`src/rtl/alu_share_if.sv`:
```
// alu_share_if: request, shared-ALU and response signals for the two-requester ALU share arbiter
interface alu_share_if #(
  parameter int DATA_W = 32,
  parameter int TAG_W  = 4
);
  logic              req0_valid;
  logic              req0_ready;
  logic [3:0]        req0_alu_op;
  logic [5:0]        req0_func;
  logic [DATA_W-1:0] req0_a;
  logic [DATA_W-1:0] req0_b;
  logic [TAG_W-1:0]  req0_tag;
  logic              req1_valid;
  logic              req1_ready;
  logic [3:0]        req1_alu_op;
  logic [5:0]        req1_func;
  logic [DATA_W-1:0] req1_a;
  logic [DATA_W-1:0] req1_b;
  logic [TAG_W-1:0]  req1_tag;
  logic [3:0]        alu_op;
  logic [5:0]        func_code;
  logic [DATA_W-1:0] alu_a;
  logic [DATA_W-1:0] alu_b;
  logic [DATA_W-1:0] alu_result;
  logic              rsp_valid;
  logic              rsp_ready;
  logic              rsp_id;
  logic [TAG_W-1:0]  rsp_tag;
  logic [DATA_W-1:0] rsp_result;
  logic              rsp_err;
  modport slave (
    input  req0_valid, req0_alu_op, req0_func, req0_a, req0_b, req0_tag,
    input  req1_valid, req1_alu_op, req1_func, req1_a, req1_b, req1_tag,
    input  alu_result, rsp_ready,
    output req0_ready, req1_ready, alu_op, func_code, alu_a, alu_b,
    output rsp_valid, rsp_id, rsp_tag, rsp_result, rsp_err
  );
  modport master (
    output req0_valid, req0_alu_op, req0_func, req0_a, req0_b, req0_tag,
    output req1_valid, req1_alu_op, req1_func, req1_a, req1_b, req1_tag,
    output alu_result, rsp_ready,
    input  req0_ready, req1_ready, alu_op, func_code, alu_a, alu_b,
    input  rsp_valid, rsp_id, rsp_tag, rsp_result, rsp_err
  );
endinterface

```
`src/rtl/alu_share_arbiter.sv`:
```
// alu_share_arbiter: round-robin sharing of one combinational ALU between two requesters, one op in flight.
// Define ILLEGAL_FUNC_TRAP_EN to reject illegal ops with an error response instead of issuing them.
module alu_share_arbiter #(
  parameter int DATA_W = 32,
  parameter int TAG_W  = 4
) (
  input logic        i_clk,
  input logic        i_rst,
  alu_share_if.slave io_bus
);
  typedef enum logic [1:0] {IDLE, ISSUE, RESP} state_t;
  state_t            r_state, w_next;
  logic              r_prio, r_id, r_err;
  logic [3:0]        r_op;
  logic [5:0]        r_func;
  logic [DATA_W-1:0] r_a, r_b, r_result;
  logic [TAG_W-1:0]  r_tag;
  logic              w_g0, w_g1, w_grant, w_illegal;
  logic [3:0]        w_op;
  logic [5:0]        w_func;
  // Prio only breaks ties; a lone valid requester is granted regardless
  assign w_g0    = (r_state == IDLE) && io_bus.req0_valid && (!io_bus.req1_valid || !r_prio);
  assign w_g1    = (r_state == IDLE) && io_bus.req1_valid && (!io_bus.req0_valid || r_prio);
  assign w_grant = w_g0 || w_g1;
  assign w_op    = w_g1 ? io_bus.req1_alu_op : io_bus.req0_alu_op;
  assign w_func  = w_g1 ? io_bus.req1_func : io_bus.req0_func;
`ifdef ILLEGAL_FUNC_TRAP_EN
  assign w_illegal = (w_op == 4'b0101) || ((w_op == 4'b1111) && !(w_func inside
    {6'h00, 6'h02, 6'h03, 6'h20, 6'h21, 6'h22, 6'h23, 6'h24, 6'h25, 6'h26, 6'h27, 6'h2A, 6'h2B}));
`else
  assign w_illegal = 1'b0;
`endif
  always_comb begin
    w_next = r_state;
    w_next = r_state == IDLE  ? (w_grant ? (w_illegal ? RESP : ISSUE) : IDLE) :
             r_state == ISSUE ? RESP :
             r_state == RESP  ? (io_bus.rsp_ready ? IDLE : RESP) : IDLE;
  end
  always_ff @(posedge i_clk or posedge i_rst) begin
    if (i_rst) r_state <= IDLE;
    else       r_state <= w_next;
  end
  always_ff @(posedge i_clk or posedge i_rst) begin
    if (i_rst) begin
      r_prio   <= 1'b0;
      r_id     <= 1'b0;
      r_err    <= 1'b0;
      r_op     <= '0;
      r_func   <= '0;
      r_a      <= '0;
      r_b      <= '0;
      r_tag    <= '0;
      r_result <= '0;
    end else begin
      if (w_grant) begin
        r_id     <= w_g1;
        r_prio   <= !w_g1;
        r_tag    <= w_g1 ? io_bus.req1_tag : io_bus.req0_tag;
        r_err    <= w_illegal;
        r_result <= '0;
        if (!w_illegal) begin
          r_op   <= w_op;
          r_func <= w_func;
          r_a    <= w_g1 ? io_bus.req1_a : io_bus.req0_a;
          r_b    <= w_g1 ? io_bus.req1_b : io_bus.req0_b;
        end
      end
      if (r_state == ISSUE) r_result <= io_bus.alu_result;
    end
  end
  assign io_bus.req0_ready = w_g0;
  assign io_bus.req1_ready = w_g1;
  assign io_bus.alu_op     = r_op;
  assign io_bus.func_code  = r_func;
  assign io_bus.alu_a      = r_a;
  assign io_bus.alu_b      = r_b;
  assign io_bus.rsp_valid  = r_state == RESP;
  assign io_bus.rsp_id     = r_id;
  assign io_bus.rsp_tag    = r_tag;
  assign io_bus.rsp_result = r_result;
  assign io_bus.rsp_err    = r_err;
endmodule

```
`src/flat_wrapper.sv`:
```
// flat-port wrapper written by rule: the top's interface ports become plain ports
module alu_share_arbiter_flat 
#(
  parameter int DATA_W = 32,
  parameter int TAG_W  = 4
)
  (i_clk, i_rst, io_bus_req0_valid, io_bus_req0_alu_op, io_bus_req0_func, io_bus_req0_a, io_bus_req0_b, io_bus_req0_tag, io_bus_req1_valid, io_bus_req1_alu_op, io_bus_req1_func, io_bus_req1_a, io_bus_req1_b, io_bus_req1_tag, io_bus_alu_result, io_bus_rsp_ready, io_bus_req0_ready, io_bus_req1_ready, io_bus_alu_op, io_bus_func_code, io_bus_alu_a, io_bus_alu_b, io_bus_rsp_valid, io_bus_rsp_id, io_bus_rsp_tag, io_bus_rsp_result, io_bus_rsp_err);
  alu_share_if #(.DATA_W(DATA_W), .TAG_W(TAG_W)) io_bus_i ();
  input logic i_clk;
  input logic i_rst;
  input wire logic [$bits(io_bus_i.req0_valid)-1:0] io_bus_req0_valid;
  input wire logic [$bits(io_bus_i.req0_alu_op)-1:0] io_bus_req0_alu_op;
  input wire logic [$bits(io_bus_i.req0_func)-1:0] io_bus_req0_func;
  input wire logic [$bits(io_bus_i.req0_a)-1:0] io_bus_req0_a;
  input wire logic [$bits(io_bus_i.req0_b)-1:0] io_bus_req0_b;
  input wire logic [$bits(io_bus_i.req0_tag)-1:0] io_bus_req0_tag;
  input wire logic [$bits(io_bus_i.req1_valid)-1:0] io_bus_req1_valid;
  input wire logic [$bits(io_bus_i.req1_alu_op)-1:0] io_bus_req1_alu_op;
  input wire logic [$bits(io_bus_i.req1_func)-1:0] io_bus_req1_func;
  input wire logic [$bits(io_bus_i.req1_a)-1:0] io_bus_req1_a;
  input wire logic [$bits(io_bus_i.req1_b)-1:0] io_bus_req1_b;
  input wire logic [$bits(io_bus_i.req1_tag)-1:0] io_bus_req1_tag;
  input wire logic [$bits(io_bus_i.alu_result)-1:0] io_bus_alu_result;
  input wire logic [$bits(io_bus_i.rsp_ready)-1:0] io_bus_rsp_ready;
  output wire logic [$bits(io_bus_i.req0_ready)-1:0] io_bus_req0_ready;
  output wire logic [$bits(io_bus_i.req1_ready)-1:0] io_bus_req1_ready;
  output wire logic [$bits(io_bus_i.alu_op)-1:0] io_bus_alu_op;
  output wire logic [$bits(io_bus_i.func_code)-1:0] io_bus_func_code;
  output wire logic [$bits(io_bus_i.alu_a)-1:0] io_bus_alu_a;
  output wire logic [$bits(io_bus_i.alu_b)-1:0] io_bus_alu_b;
  output wire logic [$bits(io_bus_i.rsp_valid)-1:0] io_bus_rsp_valid;
  output wire logic [$bits(io_bus_i.rsp_id)-1:0] io_bus_rsp_id;
  output wire logic [$bits(io_bus_i.rsp_tag)-1:0] io_bus_rsp_tag;
  output wire logic [$bits(io_bus_i.rsp_result)-1:0] io_bus_rsp_result;
  output wire logic [$bits(io_bus_i.rsp_err)-1:0] io_bus_rsp_err;
  assign io_bus_i.req0_valid = io_bus_req0_valid;
  assign io_bus_i.req0_alu_op = io_bus_req0_alu_op;
  assign io_bus_i.req0_func = io_bus_req0_func;
  assign io_bus_i.req0_a = io_bus_req0_a;
  assign io_bus_i.req0_b = io_bus_req0_b;
  assign io_bus_i.req0_tag = io_bus_req0_tag;
  assign io_bus_i.req1_valid = io_bus_req1_valid;
  assign io_bus_i.req1_alu_op = io_bus_req1_alu_op;
  assign io_bus_i.req1_func = io_bus_req1_func;
  assign io_bus_i.req1_a = io_bus_req1_a;
  assign io_bus_i.req1_b = io_bus_req1_b;
  assign io_bus_i.req1_tag = io_bus_req1_tag;
  assign io_bus_i.alu_result = io_bus_alu_result;
  assign io_bus_i.rsp_ready = io_bus_rsp_ready;
  assign io_bus_req0_ready = io_bus_i.req0_ready;
  assign io_bus_req1_ready = io_bus_i.req1_ready;
  assign io_bus_alu_op = io_bus_i.alu_op;
  assign io_bus_func_code = io_bus_i.func_code;
  assign io_bus_alu_a = io_bus_i.alu_a;
  assign io_bus_alu_b = io_bus_i.alu_b;
  assign io_bus_rsp_valid = io_bus_i.rsp_valid;
  assign io_bus_rsp_id = io_bus_i.rsp_id;
  assign io_bus_rsp_tag = io_bus_i.rsp_tag;
  assign io_bus_rsp_result = io_bus_i.rsp_result;
  assign io_bus_rsp_err = io_bus_i.rsp_err;
  alu_share_arbiter #(.DATA_W(DATA_W), .TAG_W(TAG_W)) u_core (.i_clk(i_clk), .i_rst(i_rst), .io_bus(io_bus_i));
endmodule
```
`config.mk`:
```
export PLATFORM = sky130hd
export DESIGN_NAME = alu_share_arbiter_flat
export DESIGN_NICKNAME = d
export VERILOG_FILES = /design/src/rtl/alu_share_if.sv /design/src/rtl/alu_share_arbiter.sv /design/src/flat_wrapper.sv
export SDC_FILE = /design/constraint.sdc
export NUM_CORES = 1
export LEC_CHECK = 0
export BUFFER_PORTS_ARGS = -buffer_cell sky130_fd_sc_hd__buf_2
export CAP_MARGIN = 20
export CORE_MARGIN = 2
export CORE_UTILIZATION = 43
export CTS_BUF_LIST = sky130_fd_sc_hd__clkbuf_2
export CTS_CLUSTER_SIZE = 40
export DETAILED_ROUTE_END_ITERATION = 10
export PLACE_DENSITY = 0.73
export SLEW_MARGIN = 20
export SYNTH_ARGS = -nofsm -noshare
export SYNTH_HDL_FRONTEND = slang
export SYNTH_SLANG_ARGS = --single-unit
```
`constraint.sdc`:
```
create_clock -name i_clk -period 4.6 [get_ports i_clk]
set_input_delay 0.23 -clock i_clk [delete_from_list [all_inputs] [get_ports i_clk]]
set_output_delay 0.23 -clock i_clk [all_outputs]
set_load 0.1 [all_outputs]
```
* After elaboration in Yosys (flattened, before gate mapping)
Index checks and enable logic that the tools add are counted. W data, S select, Z words.
Cells by class: equality and inequality tests 2, reduce and logical (&&, ||, !) cells 13, mux-type cells 12
Operators with widths (number):
- $mux W32 | 4
- $mux W2 | 4
- $mux W4 | 2
- $mux W6 | 1
- $logic_and A1 B1 Y1 | 4
- $logic_not A1 Y1 | 4
- $logic_or A1 B1 Y1 | 3
- $eq A2 B1 Y1 const B | 1
- $eq A2 B2 Y1 const B | 1
- $logic_not A2 Y1 | 1
- $reduce_bool A2 Y1 | 1
- $mux W1 | 1
Word-level totals: logic and storage cells 36, input port bits 193, output and inout bits 115, register bits after elaboration 114

* Logic depth before layout (Yosys ltp)
Gate-level depths: netlist of the first run.
word-level depth 6, mapped depth 6, mapped depth without buffers 4

* Worst setup path before layout of the first run
Ideal clock, no wire load.
path type flip-flop to flip-flop, start register u_core.r_state[1], end register u_core.r_a[16] (netlist: u_core.io_bus.alu_a[16]), data arrival time 1.434 ns, required time 4.459 ns, library setup time 0.141 ns, path buffers 2, stages on the path, launching flop included 6, period minus slack after synthesis 1.575 ns, setup slack 3.025 ns, cell sequence dfrtp_1 -> nor3b_4 -> and2_1 -> buf_6 -> buf_6 -> o311ai_2
Between the ends: word-level cells in the longest chain between the ends 4, elaborated cells on any way between the ends 7, classes of those cells 1 x mux; 6 x reduce/logical
Ends and longest elaborated chain:
- from (decl) | RTL line alu_share_arbiter.sv:12 | state_t r_state, w_next;
- from (signal assigned) | RTL line alu_share_arbiter.sv:41 | else r_state <= w_next;
- $logic_not A2 Y1 (*) | RTL line alu_share_arbiter.sv:23 | assign w_g1 = (r_state == IDLE) && io_bus.req1_valid && (!io_bus.req0_valid || r_prio);
- $logic_and A1 B1 Y1 (*) (2 in series) | RTL line alu_share_arbiter.sv:23
- net io_bus_req1_ready | RTL line flat_wrapper.sv:26 | output wire logic [$bits(io_bus_i.req1_ready)-1:0] io_bus_req1_ready;
- $mux W32 or $logic_or A1 B1 Y1 (tied branches) | RTL line alu_share_arbiter.sv:64, alu_share_arbiter.sv:24
- to (signal assigned) | RTL line alu_share_arbiter.sv:64 | r_a <= w_g1 ? io_bus.req1_a : io_bus.req0_a;
- to (decl) | RTL line alu_share_arbiter.sv:16 | logic [DATA_W-1:0] r_a, r_b, r_result;
The timed path passes the listed nets; every way through them passes the cells marked *. A chain may end at the register's enable or synchronous reset.

* Worst setup path after layout of the first run
start register u_core.r_state[1], end output io_bus_req1_ready
Between the ends: word-level cells in the longest chain between the ends 3
Ends and longest elaborated chain (RTL line):
- $logic_not A2 Y1 | alu_share_arbiter.sv:23
- $logic_and A1 B1 Y1 (2 in series) | alu_share_arbiter.sv:23
- to (decl) | flat_wrapper.sv:26
Every way passes these cells.

==> flow_summary_export.csv, run 1 <==
group,metric,value,unit
outcome,status,"finished clean",
clock_network,post_cts_buffers,0,
floorplanning,start_util,0.4389,
critical_path,crit_required,4.37,ns
logic_synthesis,yosysSeqAreaShare,0.4701,
logic_synthesis,yosysMostFrequentCell,"dfrtp_1",
drt,drc,0,
placement,io_buffers,306,
placement,gp_congestion,0.7771,
critical_path,worst-r2r-cell-count,5,
timing,slew_headroom,0.3146,
logic_synthesis,synthTopCellsByCount,"dfrtp_1 (114), inv_1 (82), nand3_1 (79)",
clock_network,cts_buffers,17,
drt,totalWireLength,21960,µm
global_route,grt_overflow_total,0,
critical_path,cp-start-kind,"register",
floorplanning,io_pins,308,
global_route,grt_max_degree,80,
drt,ant_nets,0,
placement,preCtsSetupSlack,2.181,ns
logic_synthesis,synth_top_area_frac,0.4701,
logic_synthesis,synth-edff-count,0,
drt,drt-initial-drc-count,497,
logic_synthesis,synth_area_leaders,"dfrtp_1 (47%), o311ai_2 (21%), nand3_1 (6.5%), o21ai_0 (6.1%), inv_1 (5.1%)",
clock_network,cts_sinks,114,
clock_network,cts.htree.levels,4,
global_route,grt_pass1_wl,34060,µm
timing,fmax,0.3239,GHz
final_layout,ff_latch_area,2853,µm²
logic_synthesis,yosysTopAreaCell,"dfrtp_1",
timing,whs,0.1335,ns
final_layout,nFillCells,975,
logic_synthesis,yosys_register_bits,114,
job,maxCapViolations,0,
timing,final.min_clock_period,3.088,ns
timing,rsz0062_at_grt,"no",
floorplanning,die-area,15080,µm²
final_layout,num-nets-final,1262,
final_layout,multi_input_area,2586,µm²
timing,skew,0.01768,ns
floorplanning,rows,43,
final_layout,syn_to_final_growth,60.78,%
final_layout,stdcell_area,9757,µm²
clock_network,ctsLongestPathBuffers,2,
floorplanning,fp.dieH,122.8,µm
timing,fin_crit_sh,0.6712,
timing,drv_slew,0,
drt,firstDrtPassIters,5,
floorplanning,die_x,122.8,µm
timing,setup_ws,1.512,ns
drt,wl_per_cell,17.38,µm
final_layout,drive_gt1_frac,0.3965,
global_route,antenna_found_initial,3,
critical_path,cp-end-kind,"output port",
logic_synthesis,ys_types,24,
critical_path,path_class,"register to output port",
logic_synthesis,synthCells,606,
global_route,grtUsageTotal,0.2926,
clock_network,path_clk_slew,0.18,ns
logic_synthesis,async_flop_share,1.000,
timing,hold_viol,0,
critical_path,cp_max_fo,56,
clock_network,cts_tree,"built",
global_route,grt_pass1_vias,7008,
logic_synthesis,ys.flop_type,"dfrtp_1",
clock_network,clk-insertion-delay-late,0.70,ns
placement,dpl_cell_area,7574,µm²
timing,worstMarginPinSlew,1.026,ns
drt,viasPerCell,5.309,
logic_synthesis,post_synth.cell_area_avg,10.01,µm²
clock_network,ctsHoldBuffers,192,
logic_synthesis,yosysWarnings,0,
clock_network,cts_resized,0,
timing,finalSetupTns,0,ns
logic_synthesis,synth_nets,799,
logic_synthesis,syn_area,6068,µm²
worst_hold_path,hold_class,"input pin to async pin",
floorplanning,coreArea,13830,µm²
clock_network,clock-root-buffer,"clkbuf_2",
drt,via_count,6710,
critical_path,worstPathArrival,2.86,ns
timing,setup_violations,0,
placement,dp_hpwl,12180,µm
[layout by cell type, fill, tap and decap left out]
| cell type | synthesis | layout |
|---|---|---|
| nand2b_2 | 0 | 1 |
| nor2_2 | 1 | 1 |
| a21o_1 | 1 | 1 |
| clkinv_2 | 0 | 5 |
| buf_2 | 11 | 306 |
| clkinv_1 | 0 | 5 |
| clkinvlp_4 | 0 | 1 |
| bufinv_16 | 0 | 4 |
| nand2b_1 | 3 | 2 |
| inv_4 | 0 | 1 |
| nor2_4 | 0 | 1 |
| conb_1 | 1 | 1 |
| o311ai_2 | 78 | 78 |
| and2_4 | 0 | 1 |
| nor2b_2 | 0 | 1 |
| dlygate4sd3_1 | 0 | 192 |
| mux2i_1 | 1 | 1 |
| o21ai_1 | 37 | 37 |
| or2_2 | 0 | 1 |
| nand3_1 | 79 | 79 |
| diode_2 | 0 | 2 |
| nand2_1 | 66 | 66 |
| dfrtp_1 | 114 | 114 |
| buf_4 | 2 | 9 |
| nor3b_4 | 1 | 1 |
| o21ai_0 | 74 | 74 |
| inv_1 | 82 | 81 |
| clkbuf_2 | 0 | 17 |
| o21ai_4 | 0 | 1 |
[critical path, cell delays in order (launching register included)]
cell	delay, ns
dfrtp_1	0.49
nor3b_4	0.23
and2_4	0.77
buf_2	0.59
[metrics by stage]
step | utilization | cells
3_3_place_gp | 0.5477 | 1038
6_report | 0.7056 | 1264
4_1_cts | 0.7053 | 1262
2_1_floorplan | - | 606
3_5_place_dp | 0.5477 | 1038
5_1_grt | 0.7056 | 1264
[per-layer routing]
layer / global-route usage / vias to the layer above / share of wire
met5: 0 / - / 0.00059
met4: 0.1695 / 2 / 0.050
met3: 0.07667 / 87 / 0.075
met2: 0.5048 / 368 / 0.51
met1: 0.3241 / 3203 / 0.36
li1: - / 3050 / -
[sequential cells by signal (all words and copies together) (netlist names)]
name / flops
u_core.r_state: 2
u_core.io_bus.func_code: 6
u_core.io_bus.rsp_result: 32
u_core.io_bus.alu_op: 4
u_core.io_bus.alu_a: 32
u_core.io_bus.rsp_tag: 4
u_core.io_bus.rsp_id: 1
u_core.io_bus.alu_b: 32
u_core.r_prio: 1
[worst paths after layout]
check | from | endpoint | slack, ns
max in group asynchronous | i_rst | u_core.io_bus.alu_b[12] | 3.17
min reg2reg | u_core.io_bus.rsp_id | u_core.io_bus.rsp_id | 0.50
min in group i_clk | io_bus_alu_result[11] | u_core.io_bus.rsp_result[11] | 0.26
max | u_core.r_state[1] | io_bus_req1_ready | 1.51
max reg2reg | u_core.r_state[1] | u_core.io_bus.alu_b[2] | 1.72
min | i_rst | u_core.io_bus.rsp_result[13] | 0.13
[layout make-up]
cell class	instances	area share
Tap cell	180	0.02308
Timing Repair Buffer	507	0.3609
Sequential cell	114	0.2924
Antenna cell	2	0.0005130
Multi-Input combinational cell	347	0.2651
Inverter	82	0.03180
Clock buffer	17	0.008720
Clock inverter	15	0.01757
[cell families after synthesis]
family | after synthesis | synth area share
buffers and inverters | 145 | 0.1074
AO/OA/AOI/OAI | 191 | 0.3033
multiplexers | 1 | 0.001650
AND/OR/NAND/NOR | 154 | 0.1169
flip-flops | 114 | 0.4701
other | 1 | 0.0006180
Power of run 1 is left out: the tool's default activity adds up to more than one toggle a clock period on the data nets, which glitch-free logic cannot reach.
==> run 2: changes to the inputs <==
ABC_AREA = 1   (was not set)
PLACE_DENSITY = 0.76   (was 0.73)
clock period = 2.7 ns   (was 4.6 ns; I/O delays follow)
==> run 2 against run 1 <==
  * Non-clock buffer count grew 5
  * Critical path depth is 4 higher
  * Synthesized cell count is 39% higher
  * Sequential share of layout area shrank 0.29 points
  * Sequential cell count did not move
  * Clock skew up 0.0026 ns
  * Hold slack gained 0.11 ns
  * Setup slack worse by 1.3 ns
  * Critical path type is now register to register
  * Via count grew 16%
  * Cell count up 19%
==> flow_summary_export.csv, run 2 <==
group,metric,value,unit
drt,firstDrtPassIters,6,
timing,fin_crit_sh,0.9392,
clock_network,cts_tree,"built",
logic_synthesis,yosysMostFrequentCell,"nand2_1",
drt,via_count,7777,
worst_hold_path,hold_path_depth,4,
timing,skew,0.02032,ns
timing,finalSetupTns,0,ns
critical_path,cp_slowest_stage_delay,0.57,ns
final_layout,syn_to_final_growth,62.37,%
logic_synthesis,synthTopCellsByCount,"nand2_1 (270), inv_1 (161), nand3_1 (142)",
logic_synthesis,synth_area_leaders,"dfrtp_1 (47%), nand2_1 (17%), nand3_1 (12%), inv_1 (10%), nand4_1 (8.0%)",
critical_path,cp-start-kind,"register",
clock_network,path_clk_slew,0.18,ns
logic_synthesis,yosysSeqAreaShare,0.4701,
timing,drv_slew,0,
floorplanning,rows,43,
timing,final.min_clock_period,2.536,ns
critical_path,worstPathArrival,3.11,ns
logic_synthesis,yosysTopAreaCell,"dfrtp_1",
clock_network,clk-insertion-delay-late,0.64,ns
timing,hold_viol,0,
final_layout,num-nets-final,1500,
drt,totalWireLength,23000,µm
placement,gp_congestion,0.8416,
drt,drt-initial-drc-count,673,
placement,dp_hpwl,12860,µm
clock_network,cts.htree.levels,4,
critical_path,cp_max_fo,31,
critical_path,worst-r2r-cell-count,7,
critical_path,cp-end-kind,"register",
job,maxCapViolations,0,
worst_hold_path,hold_class,"input pin to register",
clock_network,cts_sinks,114,
final_layout,final_common_cell,"buf_2",
critical_path,critical_path_buf_inv_count,3,
floorplanning,fp.dieH,122.8,µm
critical_path,path_delay_family,"buffers and inverters",
global_route,antenna_found_initial,1,
logic_synthesis,syn_area,6068,µm²
logic_synthesis,async_flop_share,1.000,
logic_synthesis,synth_nets,1033,
worst_hold_path,holdPathEnd,"u_core.io_bus.rsp_result[11]",
global_route,grt_overflow_total,0,
logic_synthesis,synth-edff-count,0,
drt,wl_per_cell,15.32,µm
timing,slew_headroom,0.4271,
timing,setup_violations,0,
logic_synthesis,synthCells,840,
clock_network,clock-root-buffer,"clkbuf_2",
global_route,grt_pass1_wl,35210,µm
floorplanning,io_pins,308,
final_layout,drive_gt1_frac,0.2720,
global_route,grt_max_degree,112,
critical_path,r2r_start,"u_core.r_state[1]",
logic_synthesis,yosysWarnings,0,
drt,ant_nets,0,
timing,fmax,0.3943,GHz
timing,rsz0062_at_grt,"no",
global_route,grtUsageTotal,0.2989,
logic_synthesis,yosys_register_bits,114,
logic_synthesis,synth_top_area_frac,0.4701,
logic_synthesis,ys.flop_type,"dfrtp_1",
global_route,grt_pass1_vias,7363,
critical_path,cp_slowest_cell,"dlygate4sd3_1",
critical_path,crit_required,3.27,ns
critical_path,path_class,"register to register",
critical_path,path_cells,"nor2_8 -> o21ai_4 -> inv_2 -> buf_4 -> nand3_1 -> dlygate4sd3_1 -> nand2_1",
floorplanning,die-area,15080,µm²
placement,io_buffers,306,
logic_synthesis,post_synth.cell_area_avg,7.224,µm²
floorplanning,coreArea,13830,µm²
critical_path,r2r_slack,0.16,ns
floorplanning,start_util,0.4389,
logic_synthesis,ys_types,18,
drt,drc,0,
clock_network,cts_resized,0,
critical_path,critPathLaunch,"u_core.r_state[1]",
timing,worstMarginPinSlew,0.8594,ns
critical_path,r2r_end,"u_core.io_bus.alu_b[5]",
final_layout,final_cell_mix,"buf_2 (304), nand2_1 (269), dlygate4sd3_1 (192)",
clock_network,cts_buffers,17,
floorplanning,die_x,122.8,µm
drt,viasPerCell,5.181,
outcome,status,"finished clean",
clock_network,ctsLongestPathBuffers,2,
worst_hold_path,worstHoldStart,"io_bus_alu_result[11]",
==> run 2: cell types whose count changed after synthesis, sizes merged, moves of 3 or more <==
cell    before  now
nand3       79  143
clkbuf      35   16
buf         28   48
nand2       66  270
nand2b       3    0
o311ai      78    0
inv         82  164
o21ai      112    3
nand4        0   78
==> run 2: worst max-delay path by stage <==
stage / end / slack [ns] / cells past startpoint
after floorplan: u_core.r_state[1] / 0.56 / 4
after global placement: u_core.io_bus.alu_b[12] / 0.81 / 6
after detailed placement: u_core.io_bus.rsp_result[26] / 0.78 / 5
after CTS: io_bus_req1_ready / 0.15 / 4
after global routing: u_core.io_bus.alu_b[5] / 0.03 / 7
final: u_core.io_bus.alu_b[5] / 0.16 / 7
==> run 2: kinds of logic after synthesis <==
family	share of synthesized area
simple gates	0.3701
buf+inv	0.1548
flops	0.4701
compound gates	0.004331
other cells	0.0006180
==> run 2: cell type report <==
| type | count | area [µm²] |
|---|---|---|
| multi-input cells | 498 | 2293 |
| repair buffers | 512 | 3630 |
| clock buffers | 18 | 90.09 |
| inverters | 164 | 619.3 |
| flip-flops and latches | 114 | 2853 |
| well taps | 180 | 225.2 |
| diodes | 1 | 2.502 |
| fillers | 1007 | 3974 |
| clock inverters | 14 | 140.1 |
==> run 2: metrics by stage <==
stage | instances | instance area (µm²) | utilization | setup slack [ns] | hold slack, ns
after global routing | 1501 | 9853 | 0.7126 | 0.02581 | 0.1358
final | 1501 | 9853 | 0.7126 | 0.1641 | 0.2458
after detailed placement | 1276 | 7695 | 0.5565 | 0.7791 | 0.1617
after floorplan | 840 | 6072 | - | 0.5601 | 0.2282
after global placement | 1276 | 7695 | 0.5565 | 0.8084 | 0.1666
after CTS | 1500 | 9847 | 0.7122 | 0.1528 | 0.1170
==> run 2: repair_timing <==
action                                 CTS  global route
hold buffers                           192             0
endpoints found under the hold margin  226             0
buffers inserted                         0             0
==> run 2: metal layers <==
layer  part of all wire  routed length (µm)  up-vias  GRT usage
met5                  0                   0        -          0
met4              0.040                 930        0     0.1631
met3              0.097                2230       95    0.06970
met2               0.49               11280      562     0.5093
met1               0.37                8565     3557     0.3462
li1                   -                   -     3563          -
==> run 2: worst reg2reg max path, delay by kind of cell (launching register included) <==
kind,cells,cell delay [ns]
flip-flops,1,0.48
AND/OR/NAND/NOR,3,0.49
AO/OA/AOI/OAI,1,0.11
buffers and inverters,3,1.40
Power of run 2 is left out for the same reason.
==> run 3: changes to the inputs <==
CORE_UTILIZATION = 25   (was 43)
PLACE_DENSITY = 0.46   (was 0.76)
clock period = 3.1 ns   (was 2.7 ns; I/O delays follow)
==> run 3 against run 2 <==
  * Utilization is 30 points lower
  * Non-clock buffer count unchanged
  * Hold slack got worse by 0.090 ns
  * Setup slack improved by 0.37 ns
  * Cell area grew 1.4%
  * Cell count increased by 9.7%
  * Global-route usage down 12 points
  * Sequential share of layout area down 0.40 points
  * Clock skew grew 0.014 ns
  * Wire length decreased by 3.5%
  * Critical path depth decreased by 2
  * Critical path type is now register to output port
  * Critical endpoint is now io_bus_req0_ready
==> flow_summary_export.csv, run 3 (synthesized netlist as in run 2, its figures left out) <==
group,metric,value,unit
timing,fin_crit_sh,0.8268,
floorplanning,io_pins,308,
clock_network,cts_resized,0,
drt,wl_per_cell,13.48,µm
critical_path,crit_required,2.94,ns
floorplanning,die-area,25540,µm²
critical_path,cp-end-kind,"output port",
timing,setup_violations,0,
floorplanning,rows,57,
global_route,grt_max_degree,80,
critical_path,r2r_start,"u_core.r_state[1]",
clock_network,cts_tree,"built",
final_layout,final_util,0.4145,
timing,slew_headroom,0.3827,
final_layout,num-nets-final,1500,
final_layout,final_common_cell,"buf_2",
clock_network,clk-insertion-delay-late,0.65,ns
drt,totalWireLength,22190,µm
clock_network,cts.htree.levels,4,
floorplanning,die_x,159.8,µm
drt,viasPerCell,4.294,
placement,io_buffers,306,
timing,skew,0.03419,ns
timing,drv_slew,0,
clock_network,path_clk_slew,0.21,ns
critical_path,worstPathArrival,2.41,ns
global_route,grt_overflow_total,0,
floorplanning,start_util,0.2517,
timing,hold_viol,0,
final_layout,nFillCells,2578,
global_route,grt_pass1_wl,36440,µm
drt,ant_nets,0,
worst_hold_path,worstHoldStart,"io_bus_req1_valid",
timing,finalSetupTns,0,ns
drt,drc,0,
timing,fmax,0.3902,GHz
worst_hold_path,holdPathEnd,"u_core.io_bus.alu_a[12]",
critical_path,cp-start-kind,"register",
final_layout,syn_to_final_growth,64.64,%
placement,gp_congestion,0.7773,
floorplanning,coreArea,24110,µm²
global_route,grtUsageTotal,0.1763,
drt,firstDrtPassIters,5,
worst_hold_path,hold_path_depth,4,
job,maxCapViolations,0,
critical_path,path_class,"register to output port",
final_layout,final_cell_mix,"buf_2 (305), nand2_1 (269), dlygate4sd3_1 (191)",
timing,worstMarginPinSlew,0.9225,ns
critical_path,cp_max_fo,37,
timing,rsz0062_at_grt,"no",
critical_path,worst-r2r-cell-count,7,
placement,dp_hpwl,14230,µm
outcome,status,"finished clean",
floorplanning,fp.dieH,159.8,µm
drt,drt-initial-drc-count,422,
clock_network,clock-root-buffer,"clkbuf_2",
clock_network,ctsLongestPathBuffers,2,
final_layout,drive_gt1_frac,0.2720,
clock_network,cts_buffers,17,
global_route,antenna_found_initial,2,
critical_path,r2r_slack,0.68,ns
timing,final.min_clock_period,2.563,ns
drt,via_count,7068,
clock_network,cts_sinks,114,
global_route,grt_pass1_vias,7154,
critical_path,r2r_end,"u_core.io_bus.alu_b[30]",
worst_hold_path,hold_class,"input pin to register",
run 3: final cells by class:
class,instances,area [µm²],area share
clock inverters,13,136.4,0.01365
flip-flops and latches,114,2853,0.2855
clock buffers,19,95.09,0.009518
inverters,164,619.3,0.06199
well taps,324,405.4,0.04058
diodes,2,5.005,0.0005009
repair buffers,512,3583,0.3587
multi-input cells,498,2293,0.2296
run 3: worst max-delay path by stage:
stage / slack [ns] / cells past startpoint / from / end
global route: 0.29 / 5 / u_core.r_state[1] / io_bus_req0_ready
CTS: 0.40 / 5 / u_core.r_state[1] / io_bus_req0_ready
finish: 0.54 / 5 / u_core.r_state[1] / io_bus_req0_ready
global placement: 1.12 / 5 / io_bus_req0_valid / u_core.io_bus.rsp_result[19]
floorplan: 0.96 / 4 / u_core.r_state[0] / u_core.r_state[1]
detailed placement: 1.15 / 5 / io_bus_req0_valid / u_core.io_bus.rsp_result[19]
run 3: layer usage:
layer / part of all wire / global-route usage
met1: 0.44 / 0.2227
met2: 0.48 / 0.2957
met3: 0.058 / 0.04312
met4: 0.022 / 0.05938
met5: 0 / 0
run 3: what timing repair did:
action / in CTS / in global routing
hold buffers: 191 / 0
buffers inserted: 0 / 0
hold endpoints to repair: 144 / 0
setup endpoints to repair: 0 / 0
run 3: worst max-delay path, cell delays in order (launching register included):
cell,delay (ns)
dfrtp_1,0.49
nor2_8,0.18
buf_4,0.42
o211ai_1,0.18
inv_1,0.08
buf_2,0.42
run 3: through the flow:
step	area, µm²	worst slack (ns)	instances	hold slack [ns]
floorplan	6072	0.9601	840	0.2482
global placement	7843	1.121	1421	0.3408
detailed placement	7843	1.150	1421	0.3299
CTS	9986	0.4036	1644	0.05516
global route	9991	0.2945	1646	0.07158
finish	9991	0.5370	1646	0.1560
Power of run 3 is left out for the same reason.
